## config.mk

```make
export PLATFORM = sky130hd
export DESIGN_NAME = lockout_timer
export DESIGN_NICKNAME = d
export VERILOG_FILES = /design/src/rtl/lockout_timer.sv
export SDC_FILE = /design/constraint.sdc
export NUM_CORES = 1
export LEC_CHECK = 0
export CAP_MARGIN = 30
export CORE_MARGIN = 8
export CORE_UTILIZATION = 50
export CTS_CLUSTER_SIZE = 10
export DETAILED_ROUTE_END_ITERATION = 8
export PLACE_DENSITY_LB_ADDON = 0.1
export SLEW_MARGIN = 20
export SYNTH_ARGS = -nofsm -noshare
export SYNTH_HDL_FRONTEND = slang
export SYNTH_SLANG_ARGS = --single-unit
```

## constraint.sdc

```tcl
create_clock -name clk -period 2.6 [get_ports clk]
set_input_delay 0.39 -clock clk [delete_from_list [all_inputs] [get_ports clk]]
set_output_delay 0.39 -clock clk [all_outputs]
set_load 0.05 [all_outputs]
```

## src/rtl/lockout_timer.sv

```systemverilog
// Brute-force guard: counts consecutive failed password attempts and, once the
// limit is hit, holds the lock asleep for a fixed number of seconds.
module lockout_timer #(
    parameter int CLK_HZ    = 50_000_000,
    parameter int MAX_FAILS = 3,
    parameter int LOCKOUT_S = 10
) (
    input  logic       clk,
    input  logic       reset_n,
    input  logic       invalid_pw,
    input  logic       correct_pw,
    output logic       sleep,
    output logic       end_sleep,
    output logic [3:0] attempts_left,
    output logic [3:0] secs_left
);

    localparam int              PW        = (CLK_HZ > 1) ? $clog2(CLK_HZ) : 1;
    localparam logic [PW-1:0]   PRESC_MAX = PW'(CLK_HZ - 1);
    localparam logic [3:0]      FAILS_MAX = 4'(MAX_FAILS);
    localparam logic [3:0]      SECS_INIT = 4'(LOCKOUT_S);

    typedef enum logic [1:0] {
        ARMED  = 2'b00,
        LOCKED = 2'b01
    } state_t;

    state_t        state, state_nxt;
    logic [3:0]    fail_cnt, fail_nxt;
    logic [3:0]    sec_cnt, sec_nxt;
    logic [PW-1:0] presc, presc_nxt;
    logic          invalid_q, correct_q;
    logic          invalid_edge, correct_edge;
    logic          end_sleep_nxt;

    assign invalid_edge = invalid_pw & ~invalid_q;
    assign correct_edge = correct_pw & ~correct_q;

    // NOTE: every signal gets a default before the case so no path leaves it
    // unassigned; otherwise synthesis infers a latch to hold the old value.
    always_comb begin
        state_nxt = state;
        fail_nxt  = fail_cnt;
        sec_nxt   = sec_cnt;
        presc_nxt = presc;

        case (state)
            ARMED: begin
                presc_nxt = '0;
                sec_nxt   = 4'd0;
                if (correct_edge) begin
                    fail_nxt = 4'd0;
                end else if (invalid_edge) begin
                    if (fail_cnt == FAILS_MAX - 4'd1) begin
                        state_nxt = LOCKED;
                        fail_nxt  = FAILS_MAX;
                        sec_nxt   = SECS_INIT;
                    end else begin
                        fail_nxt = fail_cnt + 4'd1;
                    end
                end
            end

            LOCKED: begin
                if (presc == PRESC_MAX) begin
                    presc_nxt = '0;
                    // A zero count can only come from corruption; release too.
                    if (sec_cnt <= 4'd1) begin
                        state_nxt = ARMED;
                        fail_nxt  = 4'd0;
                        sec_nxt   = 4'd0;
                    end else begin
                        sec_nxt = sec_cnt - 4'd1;
                    end
                end else begin
                    presc_nxt = presc + PW'(1);
                end
            end

            default: begin
                state_nxt = ARMED;
                fail_nxt  = 4'd0;
                sec_nxt   = 4'd0;
                presc_nxt = '0;
            end
        endcase
    end

    // end_sleep is registered, so it is raised for the cycle that will be the
    // final lockout cycle, looking at the values about to be loaded.
    assign end_sleep_nxt = (state_nxt == LOCKED) && (presc_nxt == PRESC_MAX) &&
                           (sec_nxt == 4'd1);

    // NOTE: sequential state uses non-blocking assignments so every register
    // samples the pre-edge values, independent of statement order.
    always_ff @(posedge clk or negedge reset_n) begin
        if (!reset_n) begin
            state         <= ARMED;
            fail_cnt      <= 4'd0;
            sec_cnt       <= 4'd0;
            presc         <= '0;
            invalid_q     <= 1'b0;
            correct_q     <= 1'b0;
            sleep         <= 1'b0;
            end_sleep     <= 1'b0;
            attempts_left <= FAILS_MAX;
            secs_left     <= 4'd0;
        end else begin
            state         <= state_nxt;
            fail_cnt      <= fail_nxt;
            sec_cnt       <= sec_nxt;
            presc         <= presc_nxt;
            invalid_q     <= invalid_pw;
            correct_q     <= correct_pw;
            sleep         <= (state_nxt == LOCKED);
            end_sleep     <= end_sleep_nxt;
            attempts_left <= FAILS_MAX - fail_nxt;
            secs_left     <= sec_nxt;
        end
    end

endmodule

```

# == Word-level counts from Yosys, hierarchy flattened ==
# Cells that the tools add are included.
# classes
n_addsub,4
order_cmp,1
eq_ne,6
muxes,20
n_bitwise,4
n_reduce_logical,3
# ops
operator,n
"== test 26 bit, second input constant",2
2-to-1 mux 26 bit,2
2-to-1 mux 4 bit,10
"adder 26 x 1 -> 26 bit, second input constant",1
one-hot mux 4 bit (2 select lines),2
2-to-1 mux 2 bit,5
"adder 4 x 1 -> 4 bit, second input constant",1
"== test 2 x 1 -> 1 bit, second input constant",2
"== test 4 x 1 -> 1 bit, second input constant",1
"== test 4 x 2 -> 1 bit, second input constant",1
"<= comparator 4 x 1 -> 1 bit, second input constant",1
one-hot mux 2 bit (2 select lines),1
"subtractor 2 x 4 -> 4 bit, first input constant",1
"subtractor 4 x 1 -> 4 bit, second input constant",1
bitwise AND 1 bit,2
logical AND 1 bit,2
logical NOT 2 bit,1
NOT 1 bit,2
# word_totals
register_bits,44
in_bits,4
out_inout_bits,10
word_cells,47

# == Logic depth before layout (Yosys ltp) ==
# depth
depth_word,8
ltp_mapped,9

# == Least setup slack after synthesis ==
# No wires, ideal clock.
# synth_timing
path_type,flip-flop to flip-flop
startpoint,reg presc[0]
endpoint,reg sec_cnt[2]
arrival_ns,2.069
t_required_ns,2.523
setup_slack_ns,0.454
stages_incl_launch_ff,9
synth_period_minus_slack_ns,2.146
path_cell_list,dfrtp_1 ha_1 and3_1 buf_2 nand2_1 or3_4 buf_6 or4b_1 a21oi_1
# synth_via
elab_chain_cells,3
# synth_lines
item,line,rtl
from (decl),31,"logic [PW-1:0] presc, presc_nxt;"
from (signal assigned),112,presc <= presc_nxt;
== test 26 bit,65,if (presc == PRESC_MAX) begin
2-to-1 mux 4 bit,65,
one-hot mux 4 bit (2 select lines),47,case (state)
net sec_nxt[2],30,"logic [3:0] sec_cnt, sec_nxt;"
to (signal assigned),111,sec_cnt <= sec_nxt;
to (decl),30,
# The timed path passes the listed nets, and every way through them passes these cells.

# == Worst setup path after layout ==
# layout_timing
startpoint,reg presc[0]
endpoint,reg end_sleep
# layout_via
elab_chain_cells,6
elab_cells_between_ends,13
classes_between,add/sub (1); eq/ne (4); mux (6); reduce/logical (2)
# layout_lines
item,line,rtl
adder 26 x 1 -> 26 bit / == test 26 bit (equally long branches),"76, 65",
2-to-1 mux 26 bit / 2-to-1 mux 2 bit (equally long branches),65,
2-to-1 mux 26 bit / one-hot mux 2 bit (2 select lines) (equally long branches),47,
== test 26 bit / == test 2 x 1 -> 1 bit (equally long branches),91,assign end_sleep_nxt = (state_nxt == LOCKED) && (presc_nxt == PRESC_MAX) &&
logical AND 1 bit,91,
logical AND 1 bit (*),91,
net end_sleep_nxt,34,logic end_sleep_nxt;
to (signal assigned),116,end_sleep <= end_sleep_nxt;
to (decl),13,"output logic end_sleep,"
# Mark *: on every way through the listed nets, which the timed path passes. The rest lies on a longest branch.

==> flow_metrics.env <==
export IMPL_power_density_nw_per_um2=441.5
export IMPL_drv_slew=0
export IMPL_cts_sinks=43
export IMPL_die_w_um=84.88
export IMPL_layout_min_cycle_time_ps=2242
export IMPL_cap_violations=0
export IMPL_worstHoldPathType="in -> async"
export IMPL_seq_area_um2=1079
export IMPL_ant_nets=0
export IMPL_final_fill_count=411
export IMPL_final_hold_viol_count=0
export IMPL_static_leakage_power_nw=1.108
export IMPL_yosys_top_cells_count="41 x dfrtp_1, 36 x nor2_1, 18 x xnor2_1, 14 x nand2_1, 14 x nand3_1"
export IMPL_final_min_period_over_clock_period=0.8623
export IMPL_maxSlewHeadroom=0.5693
export IMPL_fin_setup_tns_ps=0
export IMPL_core_area_um2=4661
export IMPL_yosysMostFrequentCell="dfrtp_1"
export IMPL_ys_seq_elements=43
export IMPL_cts_buffers_inserted=5
export IMPL_fmax_mhz=446.0
export IMPL_drt_initial_drc_count=98
export IMPL_path_max_fanout=6
export IMPL_drtPass1Iterations=6
export IMPL_use_met3=0.03475
export IMPL_num_vias=1836
export IMPL_synth_nets=259
export IMPL_grt_start_max_net_pins=44
export IMPL_critical_path_arrival_ps=2480
export IMPL_drc=0
export IMPL_worst_pin_slew_ps=639.2
export IMPL_n_antenna_cell=0
export IMPL_crit_chain="ha_1, and3_1, nand3_1, nor4bb_1, o22ai_1, a2111oi_2, o2111a_1"
export IMPL_gp_congestion=0.8630
export IMPL_cp_end_kind="flip-flop"
export IMPL_dp_hpwl_um=3432
export IMPL_ys_warn_count=0
export IMPL_power_frac_clock=0.399
export IMPL_crit_slowest_cell="dfrtp_1"
export IMPL_met1_usage=0.1856
export IMPL_wirelength_um=4941
export IMPL_ios=14
export IMPL_clock_latency_ps=310
export IMPL_cts_max_path_buffers=2
export IMPL_clock_skew_ps=7.353
export IMPL_cts_tree="built"
export IMPL_yosysSeqAreaShare=0.4546
export IMPL_avgViaCountPerCell=5.720
export IMPL_yosys_area_top_type="dfrtp_1"
export IMPL_root_buffer="clkbuf_8"
export IMPL_max_stage_delay_ps=430
export IMPL_start_util=0.5090
export IMPL_path_clk_slew_ps=90
export IMPL_synth_cells=250
export IMPL_internal_power_mw=0.9016
export IMPL_layout_drive_gt1_share=0.08989
export IMPL_grt_pass1_wl_um=8666
export IMPL_dieArea_um2=7205
export IMPL_die_y_um=84.88
export IMPL_netlist_top_cells_area="dfrtp_1 43%, xnor2_1 6.6%, nor2_1 5.7%, xor2_1 3.3%, nand3_1 3.0%"
export IMPL_crit_buf_inv=0
export IMPL_rows=25
export IMPL_synth_cell_types=47
export IMPL_seq_power_share=0.572
export IMPL_grt_pass1_vias=1832
export IMPL_postSynth_asyncResetShare=1.000
export IMPL_postSynthAreaPerCell_um2=9.489
export IMPL_status="finished clean"
export IMPL_port_buffers=13
export IMPL_htree_levels=2
export IMPL_wl_per_cell_um=15.39
export IMPL_post_cts_setup_buffers=0
export IMPL_synth_edff_count=0
export IMPL_rsz0062_at_grt="false"
export IMPL_grt_usage=0.1504
export IMPL_p_sw_frac=0.2356
export IMPL_p_switching_mw=0.2779
export IMPL_vdd_ir_drop_max_v=0.0002809
export IMPL_grt_busiest_layer="met2"
export IMPL_multi_input_area_um2=1204
export IMPL_grt_overflow=0
export IMPL_path_class="reg -> reg"
export IMPL_nets=275
export IMPL_area_growth_pct=12.61
export IMPL_start_kind="flip-flop"
export IMPL_p_comb_frac=0.030
export IMPL_yosysTopAreaCellShare=0.4325
export IMPL_syn_area_um2=2372
export IMPL_gr_usage_met2=0.2384
export IMPL_critical_path_top_delay_family="simple AND/OR/NAND/NOR gates"
export IMPL_power_mw=1.179
export IMPL_setup_viol=0
export IMPL_required_ps=2840
export IMPL_ys_flop_type="dfrtp_1"
export IMPL_antenna_found_initial=0
[layout make-up]
class | count | share of cell area
Timing Repair Buffer | 20 | 0.07213
Tap cell | 54 | 0.02529
Clock inverter | 2 | 0.006089
Clock buffer | 6 | 0.03091
Sequential cell | 43 | 0.4037
Inverter | 8 | 0.01124
Multi-Input combinational cell | 188 | 0.4506
[sequential cells by signal (all words and copies together) (netlist names)]
| register | count |
|---|---|
| attempts_left | 3 |
| correct_q | 1 |
| end_sleep | 1 |
| fail_cnt | 4 |
| invalid_q | 1 |
| presc | 26 |
| sec_cnt | 4 |
| sleep | 1 |
| state | 2 |
[cell usage in the layout (no fill, tap or decap), drive strengths merged, types with 2 or more instances in the layout]
cell type	instances
dfrtp	41
nor2	36
xnor2	18
nand2	14
nand3	14
o21ai	13
clkdlybuf4s50	12
a21oi	10
xor2	9
nand4	9
inv	8
and3	8
buf	7
clkbuf	6
nor3	6
nor2b	5
and4	5
ha	5
nor4	5
or3	5
and4b	3
nor4b	3
o2bb2ai	2
a31oi	2
o22ai	2
nand2b	2
nor3b	2
dfstp	2
[cells by family after synthesis]
kind of cell / share of synthesized area
and+or+nand+nor: 0.2927
other: 0.001581
DFF: 0.4546
AOI/OAI and AO/OA: 0.08439
xor gates and xnor gates: 0.09968
adders and majority gates: 0.02637
buffers and inverters: 0.04061
[path summary, 6_finish.rpt]
path / slack (ps) / end / from / depth (start not counted)
setup reg to reg: 360 / end_sleep$_DFF_PN0_ / presc[0]$_DFF_PN0_ / 7
setup / recovery: 360 / end_sleep$_DFF_PN0_ / presc[0]$_DFF_PN0_ / 7
min in group clk: 510 / attempts_left[1]$_DFF_PN1_ / fail_cnt[1]$_DFF_PN0_ / 1
max in group asynchronous: 1590 / attempts_left[1]$_DFF_PN1_ / reset_n / 3
hold / removal: 480 / presc[4]$_DFF_PN0_ / reset_n / 2
hold reg to reg: 510 / attempts_left[1]$_DFF_PN1_ / fail_cnt[1]$_DFF_PN0_ / 1
[metrics by stage]
stage,hold WS (ps),util,cells,setup slack [ps],instance area (um2)
floorplan,94.41,-,250,453.7,2372
global placement,511.5,0.5442,311,233.9,2536
detailed placement,511.1,0.5442,311,262.9,2536
CTS,269.1,0.5654,319,243.4,2635
global route,536.9,0.5732,321,92.92,2671
finish,478.8,0.5732,321,358.0,2671
[repair_timing]
action                                  in CTS  in global routing
hold endpoints to repair                     0                 10
endpoints found under the setup margin       0                  1
resized for setup                            0                  2
hold buffers                                 0                  1
[power by group through the flow]
stage,Sequential (mW),Combinational (mW),Clock [mW]
2_1_floorplan,0.690,0.00772,0
5_1_grt,0.675,0.0407,0.506
6_report,0.675,0.0348,0.470
3_3_place_gp,0.688,0.0310,0
3_5_place_dp,0.688,0.0316,0
4_1_cts,0.675,0.0317,0.483
[layer usage]
| metal | vias up | part of all wire |
|---|---|---|
| li1 | 906 | - |
| met1 | 879 | 0.47 |
| met4 | 0 | 0.031 |
| met2 | 36 | 0.47 |
| met3 | 15 | 0.029 |
| met5 | - | 0 |
[worst register-to-register path: stages (launching register included)]
cell,delay (ps)
dfrtp_1,430
ha_1,220
and3_1,270
nand3_1,170
nor4bb_1,320
o22ai_1,150
a2111oi_2,380
o2111a_1,230
No activity file was read; power rests on OpenSTA's default activity.
